### src/rtl/div_pkg.sv
// Shared types and sizing helpers for the sequential restoring divider.
package div_pkg;

    typedef enum logic [1:0] {
        IDLE = 2'd0,
        CALC = 2'd1,
        FIN  = 2'd2
    } div_state_e;

    // Bit-counter width for a given operand width: $clog2(WIDTH), never below 1.
    function automatic int unsigned cnt_width(input int unsigned width);
        return (width < 2) ? 1 : $clog2(width);
    endfunction

endpackage

### src/rtl/div_step.sv
// One restoring shift/subtract step: shift in a dividend bit, trial-subtract, restore on borrow.
module div_step
    import div_pkg::*;
#(
    parameter int unsigned WIDTH = 4
) (
    input  logic [WIDTH-1:0] rem_i,
    input  logic             bit_i,
    input  logic [WIDTH-1:0] divisor_i,
    output logic [WIDTH-1:0] rem_c_o,
    output logic             q_bit_c_o
);

    logic [WIDTH:0] shifted;
    logic [WIDTH:0] trial;

    // Partial remainder stays below the divisor, so the result always fits WIDTH bits.
    always_comb begin
        shifted   = {rem_i, bit_i};
        trial     = shifted - {1'b0, divisor_i};
        rem_c_o   = shifted[WIDTH-1:0];
        q_bit_c_o = 1'b0;
        if (!trial[WIDTH]) begin
            rem_c_o   = trial[WIDTH-1:0];
            q_bit_c_o = 1'b1;
        end
    end

endmodule

### src/rtl/seq_restoring_divider.sv
// Multi-cycle unsigned divider: one quotient bit per clock with a start/done handshake.
module seq_restoring_divider
    import div_pkg::*;
#(
    parameter int unsigned WIDTH = 4
) (
    input  logic             clk,
    input  logic             rst_n,
    input  logic             start,
    input  logic [WIDTH-1:0] dividend,
    input  logic [WIDTH-1:0] divisor,
    output logic             busy,
    output logic             done,
    output logic [WIDTH-1:0] quotient,
    output logic [WIDTH-1:0] remainder,
    output logic             div_by_zero
);

    localparam int unsigned CNT_W = cnt_width(WIDTH);

    div_state_e       state_q, state_d;
    logic [CNT_W-1:0] cnt_q, cnt_d;
    logic [WIDTH-1:0] sr_q, sr_d;
    logic [WIDTH-1:0] dvs_q, dvs_d;
    logic [WIDTH-1:0] rem_q, rem_d;
    logic [WIDTH-1:0] quotient_q, quotient_d;
    logic [WIDTH-1:0] remainder_q, remainder_d;
    logic             dbz_q, dbz_d;
    logic             done_q, done_d;
    logic             busy_q, busy_d;

    logic [WIDTH-1:0] step_rem;
    logic             step_q;

    div_step #(
        .WIDTH (WIDTH)
    ) u_step (
        .rem_i     (rem_q),
        .bit_i     (sr_q[WIDTH-1]),
        .divisor_i (dvs_q),
        .rem_c_o   (step_rem),
        .q_bit_c_o (step_q)
    );

    // Dividend shifts out MSB-first while quotient bits fill in from the LSB.
    always_comb begin
        state_d     = state_q;
        cnt_d       = cnt_q;
        sr_d        = sr_q;
        dvs_d       = dvs_q;
        rem_d       = rem_q;
        quotient_d  = quotient_q;
        remainder_d = remainder_q;
        dbz_d       = dbz_q;
        done_d      = 1'b0;

        unique case (state_q)
            IDLE: begin
                if (start) begin
                    sr_d  = dividend;
                    dvs_d = divisor;
                    rem_d = '0;
                    if (divisor == '0) begin
                        state_d     = FIN;
                        quotient_d  = '1;
                        remainder_d = dividend;
                        dbz_d       = 1'b1;
                        done_d      = 1'b1;
                    end else begin
                        state_d = CALC;
                        cnt_d   = CNT_W'(WIDTH - 1);
                    end
                end
            end
            CALC: begin
                sr_d  = {sr_q[WIDTH-2:0], step_q};
                rem_d = step_rem;
                cnt_d = cnt_q - CNT_W'(1);
                if (cnt_q == '0) begin
                    state_d     = FIN;
                    quotient_d  = {sr_q[WIDTH-2:0], step_q};
                    remainder_d = step_rem;
                    dbz_d       = 1'b0;
                    done_d      = 1'b1;
                end
            end
            FIN: begin
                state_d = IDLE;
            end
            default: begin
                state_d = IDLE;
            end
        endcase

        busy_d = (state_d != IDLE);
    end

    always_ff @(posedge clk or negedge rst_n) begin
        if (!rst_n) begin
            state_q     <= IDLE;
            cnt_q       <= '0;
            sr_q        <= '0;
            dvs_q       <= '0;
            rem_q       <= '0;
            quotient_q  <= '0;
            remainder_q <= '0;
            dbz_q       <= 1'b0;
            done_q      <= 1'b0;
            busy_q      <= 1'b0;
        end else begin
            state_q     <= state_d;
            cnt_q       <= cnt_d;
            sr_q        <= sr_d;
            dvs_q       <= dvs_d;
            rem_q       <= rem_d;
            quotient_q  <= quotient_d;
            remainder_q <= remainder_d;
            dbz_q       <= dbz_d;
            done_q      <= done_d;
            busy_q      <= busy_d;
        end
    end

    assign busy        = busy_q;
    assign done        = done_q;
    assign quotient    = quotient_q;
    assign remainder   = remainder_q;
    assign div_by_zero = dbz_q;

endmodule

### config.mk
export PLATFORM = sky130hd
export DESIGN_NAME = seq_restoring_divider
export DESIGN_NICKNAME = d
export VERILOG_FILES = /design/src/rtl/div_pkg.sv /design/src/rtl/div_step.sv /design/src/rtl/seq_restoring_divider.sv
export SDC_FILE = /design/constraint.sdc
export NUM_CORES = 1
export LEC_CHECK = 0
export BUFFER_PORTS_ARGS = -buffer_cell sky130_fd_sc_hd__buf_4
export CAP_MARGIN = 5
export CORE_UTILIZATION = 40
export DETAILED_ROUTE_END_ITERATION = 6
export PLACE_DENSITY = 0.6
export SYNTH_ARGS = -nofsm -noshare
export SYNTH_HDL_FRONTEND = slang
export SYNTH_HIERARCHICAL = 1
export SYNTH_SLANG_ARGS = --single-unit
export TNS_END_PERCENT = 1
### constraint.sdc
create_clock -name clk -period 2.55 [get_ports clk]
set_input_delay 0.765 -clock clk [delete_from_list [all_inputs] [get_ports clk]]
set_output_delay 0.765 -clock clk [all_outputs]
set_load 0.05 [all_outputs]
### Word-level counts from Yosys, hierarchy flattened

Cells that the tools add are included.

* input bits: 11
* output and inout port bits: 11
* flip-flop bits (word level): 27

* add/subtract/negate cells: 2
* eq/ne operators: 5
* mux-type cells: 29
* reductions and logical operators: 9

Operators by type and width (number)
* 4-bit 2-to-1 mux: 9
* 4-bit case mux with 2 select lines: 4
* 2-bit 2-to-1 mux: 5
* 2-bit inequality test (second input constant): 4
* 2-bit case mux with 2 select lines: 2
* 1-bit 2-to-1 mux: 7
* 5-bit by 4-bit subtractor with 5-bit output: 1
* 2-bit logical NOT: 2
* 4-bit logical NOT: 1
* 1-bit case mux with 2 select lines: 2
* 2-bit AND reduction: 2
* 4-bit AND reduction: 1
* 2-bit nonzero test: 2
* 3-bit AND reduction: 1
* 2-bit by 1-bit equality test with 1-bit output (second input constant): 1
* 2-bit by 1-bit subtractor with 2-bit output (second input constant): 1

### Longest topological paths before layout

* depth in word-level cells: 5
* gate-level depth with buffers: 9
* gate-level depth less buffers: 9

### By module

Netlist, hierarchy kept.

By module, submodules not included
* seq_restoring_divider: area each 1172.4 um^2, times used 1, cells an instance 88
* div_step: area each 203.9 um^2, times used 1, cells an instance 24

### Worst setup path after synthesis

No wires, ideal clock.

* path type: flip-flop to flip-flop
* start: reg sr_q[3]
* end: reg remainder_q[3], in the netlist remainder[3]
* path slack: -2 ps
* period minus slack after synthesis: 2552 ps
* library setup time: 125 ps
* data required time: 2425 ps
* path buffers: 0
* cell stages (with the launch flop): 10
* arrival: 2427 ps
* path through: dfrtp_1 > inv_1 > ha_1 > fa_1 > nand2b_1 > a21oi_2 > xor2_2 > mux2_2 > mux2_2 > mux2_4

* cells in the longest elaborated chain, start to end: 4

Ends and longest elaborated chain
* start, declared: line seq_restoring_divider.sv:23 `logic [WIDTH-1:0] sr_q, sr_d;`
* start signal, assigned: line seq_restoring_divider.sv:113 `sr_q <= sr_d;`
* 5-bit by 4-bit subtractor with 5-bit output: line div_step.sv:20 `trial = shifted - {1'b0, divisor_i};`
* 4-bit 2-to-1 mux: line div_step.sv:23 `if (!trial[WIDTH]) begin`
* via step_rem[3]: line seq_restoring_divider.sv:32 `logic [WIDTH-1:0] step_rem;`
* 4-bit 2-to-1 mux: line seq_restoring_divider.sv:79 `if (cnt_q == '0) begin`
* 4-bit case mux with 2 select lines: line seq_restoring_divider.sv:57 `unique case (state_q)`
* end signal, assigned: line seq_restoring_divider.sv:117 `remainder_q <= remainder_d;`
* end, declared: line seq_restoring_divider.sv:27 `logic [WIDTH-1:0] remainder_q, remainder_d;`

The timed path passes the listed nets, and every way through them passes these cells. The select of a mux whose other input is x is not followed.
A chain may end at the register's enable or synchronous reset.

### Worst setup path after layout

Same ends and word-level chain as after synthesis.

==> impl_metrics.sql <==
INSERT INTO impl_metrics (metric_group, metric, value, unit) VALUES
('finish', 'n_antenna_cell', '0', ''),
('synth', 'synthesis.yosys.warnings', '6', ''),
('detailed_routing', 'drc_errors', '0', ''),
('critical_path', 'kind_of_start_point_of_the_critical_path', 'flop', ''),
('detailed_routing', 'dr.pass1.iters', '6', ''),
('grt', 'grt_max_degree', '28', ''),
('clocking', 'clock_tree_from_tritoncts', 'done', ''),
('detailed_routing', 'met2RoutedLength', '1.34', 'mm'),
('finish', 'fillCellCount', '298', ''),
('clocking', 'cts_max_level', '1', ''),
('finish', 'fin_nets', '161', ''),
('min_path', 'holdCritPathClass', 'in2async', ''),
('synth', 'syn_area_cell', '12.3', 'um^2'),
('detailed_routing', 'wl_met1', '1.42', 'mm'),
('grt', 'track_usage', '18.3', '%'),
('critical_path', 'worst-setup-path-type', 'reg2reg', ''),
('floorplanning', 'floorplan.initialDensity', '43.7', '%'),
('sta', 'period_needed', '2490', 'ps'),
('synth', 'synth-main-ff-cell', 'sky130_fd_sc_hd__dfrtp_1', ''),
('sta', 'maxSlewHeadroom', '76.0', '%'),
('grt', 'globalRoute.totalOverflow', '0', ''),
('detailed_routing', 'detail_route.iter0.violations', '29', ''),
('synth', 'synthesis.instances', '112', ''),
('place', 'place.detailed.hpwl', '2.08', 'mm'),
('floorplanning', 'rows', '20', ''),
('grt', 'number_of_antenna_violations_at_the_first_check_in_global_routing', '0', ''),
('critical_path', 'timing.critical_path.to_type', 'flop', ''),
('clocking', 'clock_tree.root_cell', 'sky130_fd_sc_hd__clkbuf_4', ''),
('clocking', 'cts_max_path_buffers', '2', ''),
('detailed_routing', 'detail_route.vias_per_cell', '5.12', ''),
('place', 'place_inst', '181', ''),
('clocking', 'holdBufCountCts', '0', ''),
('floorplanning', 'die_w', '60.7', 'um'),
('finish', 'finish.cell_count_without_fillers', '187', ''),
('sta', 'timing_worst_slew_pin_value', '360', 'ps'),
('floorplanning', 'die_area', '0.00368', 'mm^2'),
('detailed_routing', 'vias', '957', ''),
('place', 'port_buffers', '21', ''),
('synth', 'synth_edf_count', '0', ''),
('place', 'place.gp.congestion', '0.799', ''),
('clocking', 'insertion_delay', '330', 'ps'),
('detailed_routing', 'final_antenna_net_count', '0', ''),
('sta', 'fin_skew', '7.10', 'ps'),
('finish', 'drive_above_1_share', '42.7', '%'),
('grt', 'vias_in_the_first_global_route', '938', ''),
('sta', 'maxSlewViolCount', '0', ''),
('detailed_routing', 'avgRoutedWirePerCell', '15.3', 'um'),
('finish', 'finalInstanceArea', '0.00170', 'mm^2'),
('sta', 'max_freq', '0.402', 'GHz'),
('grt', 'grt_first_pass_wirelength', '4.79', 'mm'),
('synth', 'synth_nets', '129', ''),
('floorplanning', 'die_height', '60.7', 'um'),
('synth', 'asyncSetResetFlopFracSynth', '100', '%'),
('critical_path', 'critical_path_required', '2770', 'ps'),
('detailed_routing', 'totalWireLength', '2.86', 'mm'),
('status', 'status', 'finished clean', ''),
('detailed_routing', 'dr_wl_met3', '80', 'um'),
('floorplanning', 'core', '0.00315', 'mm^2'),
('critical_path', 'critical_path_arrival', '2710', 'ps'),
('synth', 'post_synthesis_cell_area', '0.00138', 'mm^2'),
('clocking', 'clk_transition_reported_paths', '150', 'ps'),
('sta', 'final_hold_viol_count', '0', ''),
('clocking', 'cts-buffers-inserted', '3', ''),
('place', 'placedInstanceArea', '0.00162', 'mm^2'),
('run', 'maxCapViolCount', '0', ''),
('sta', 'unrepaired_setup_endpoints_after_global_routing', 'no', ''),
('synth', 'synth-seq-area-share', '49.1', '%'),
('sta', 'fin_crit_sh', '97.5', '%'),
('critical_path', 'critPathMaxFanout', '4', ''),
('sta', 'report.final.setup_viol', '0', ''),
('clocking', 'clock_sinks', '27', ''),
('detailed_routing', 'highest_layer', 'met4', ''),
('synth', 'synth.lib_cells_used.distinct', '29', ''),
('floorplanning', 'ios', '22', ''),
('finish', 'layout-area-overhead-vs-synth', '23.5', '%'),
('synth', 'ys_ff_latch', '27', '');
## area by class of cell
type / instances / area [um^2] / share of cell area (%)
timing repair buffer: 30 / 225 / 13.2
multi-input combinational: 74 / 687 / 40.4
sequential: 27 / 676 / 39.7
inverter: 8 / 30.0 / 1.77
clock inverter: 1 / 5.00 / 0.294
tap: 44 / 55.1 / 3.24
clock buffer: 3 / 22.5 / 1.32
## worst max-delay path: stages, from the launching register on
cell and delay, ps:
sky130_fd_sc_hd__dfrtp_1 400, sky130_fd_sc_hd__inv_2 50, sky130_fd_sc_hd__ha_2 190, sky130_fd_sc_hd__fa_2 350, sky130_fd_sc_hd__nand2b_4 160, sky130_fd_sc_hd__a21oi_4 170
sky130_fd_sc_hd__xor2_4 220, sky130_fd_sc_hd__mux2_4 330, sky130_fd_sc_hd__mux2_2 260, sky130_fd_sc_hd__mux2_4 250
## logic make-up (layout without fill, tap and decap cells)
family,after synthesis,after routing,synth area share (%)
mux,17,17,14.8
buf+inv,11,42,4.09
simple gates,23,23,9.55
fa+ha+maj,6,6,6.00
flops,27,27,49.1
compound gates,25,25,14.0
xor+xnor,3,3,2.46
## path summary, 6_finish.rpt
kind	slack (ps)	depth (start not counted)	start	to
setup reg to reg	60	9	sr_q[3]$_DFFE_PN0P_	remainder[3]$_DFFE_PN0P_
min in group clk	530	1	dvs_q[2]$_DFFE_PN0P_	dvs_q[2]$_DFFE_PN0P_
setup / recovery	60	9	sr_q[3]$_DFFE_PN0P_	remainder[3]$_DFFE_PN0P_
hold reg to reg	530	1	dvs_q[2]$_DFFE_PN0P_	dvs_q[2]$_DFFE_PN0P_
max in group asynchronous	1970	1	rst_n	dvs_q[1]$_DFFE_PN0P_
hold / removal	320	1	rst_n	quotient[0]$_DFFE_PN0P_
## registers in the layout, summed over array words and instances (netlist names)
signal,flops
state_q,2
dvs_q,4
cnt_q,2
busy,1
div_by_zero,1
remainder,4
quotient,4
rem_q,4
done,1
sr_q,4
## layout by cell type (no fill, tap or decap), types with 2 or more instances in the layout
cell                        instances
sky130_fd_sc_hd__a21oi_1            3
sky130_fd_sc_hd__nand2b_1           2
sky130_fd_sc_hd__mux2_4             6
sky130_fd_sc_hd__a22o_1             4
sky130_fd_sc_hd__inv_1              7
sky130_fd_sc_hd__ha_1               4
sky130_fd_sc_hd__buf_4             30
sky130_fd_sc_hd__a2bb2oi_1          5
sky130_fd_sc_hd__o21ai_0            5
sky130_fd_sc_hd__nor2_1             7
sky130_fd_sc_hd__mux2_2             9
sky130_fd_sc_hd__dfrtp_1           27
sky130_fd_sc_hd__nand2_1            7
sky130_fd_sc_hd__a22oi_1            4
sky130_fd_sc_hd__nor2b_1            2
sky130_fd_sc_hd__clkbuf_4           3
## metal layers
| layer | up-vias | global-route usage, % |
|---|---|---|
| met5 | - | 0 |
| met3 | 2 | 2.56 |
| met1 | 481 | 27.4 |
| li1 | 456 | - |
| met2 | 18 | 26.8 |
| met4 | 0 | 6.82 |
## metrics by stage
stage               utilization [%]  setup WS [ps]  setup TNS, ps  hold WS (ps)
floorplan                         -          -2.19          -2.62           450
detailed placement             51.2          -40.7          -75.5           491
finish                         53.9           64.4              0           320
CTS                            52.5           1.25              0           330
global route                   53.9           7.19              0           322
global placement               51.2           47.3              0           492
## synthesized netlist by cell type, types with 2 or more instances
master | number | area (um^2)
sky130_fd_sc_hd__mux2_4 | 4 | 60.1
sky130_fd_sc_hd__inv_1 | 8 | 30.0
sky130_fd_sc_hd__buf_6 | 2 | 22.5
sky130_fd_sc_hd__o21ai_0 | 5 | 25.0
sky130_fd_sc_hd__dfrtp_1 | 27 | 676
sky130_fd_sc_hd__a22o_1 | 4 | 35.0
sky130_fd_sc_hd__nand2b_1 | 3 | 18.8
sky130_fd_sc_hd__a2bb2oi_1 | 5 | 43.8
sky130_fd_sc_hd__mux2_2 | 11 | 124
sky130_fd_sc_hd__nor2_1 | 7 | 26.3
sky130_fd_sc_hd__nor2b_1 | 2 | 12.5
sky130_fd_sc_hd__ha_1 | 5 | 62.6
sky130_fd_sc_hd__a21oi_1 | 3 | 15.0
sky130_fd_sc_hd__a22oi_1 | 4 | 30.0
sky130_fd_sc_hd__mux2i_1 | 2 | 20.0
sky130_fd_sc_hd__nand2_1 | 7 | 26.3
## timing repair
item,in CTS,in global routing
setup buffers,0,2
endpoints found under the setup margin,2,4
pin swaps,2,2
resized for setup,4,5
Power is not shown: default switching activity piles up to over one toggle a cycle in this logic, so the estimate is an artifact.
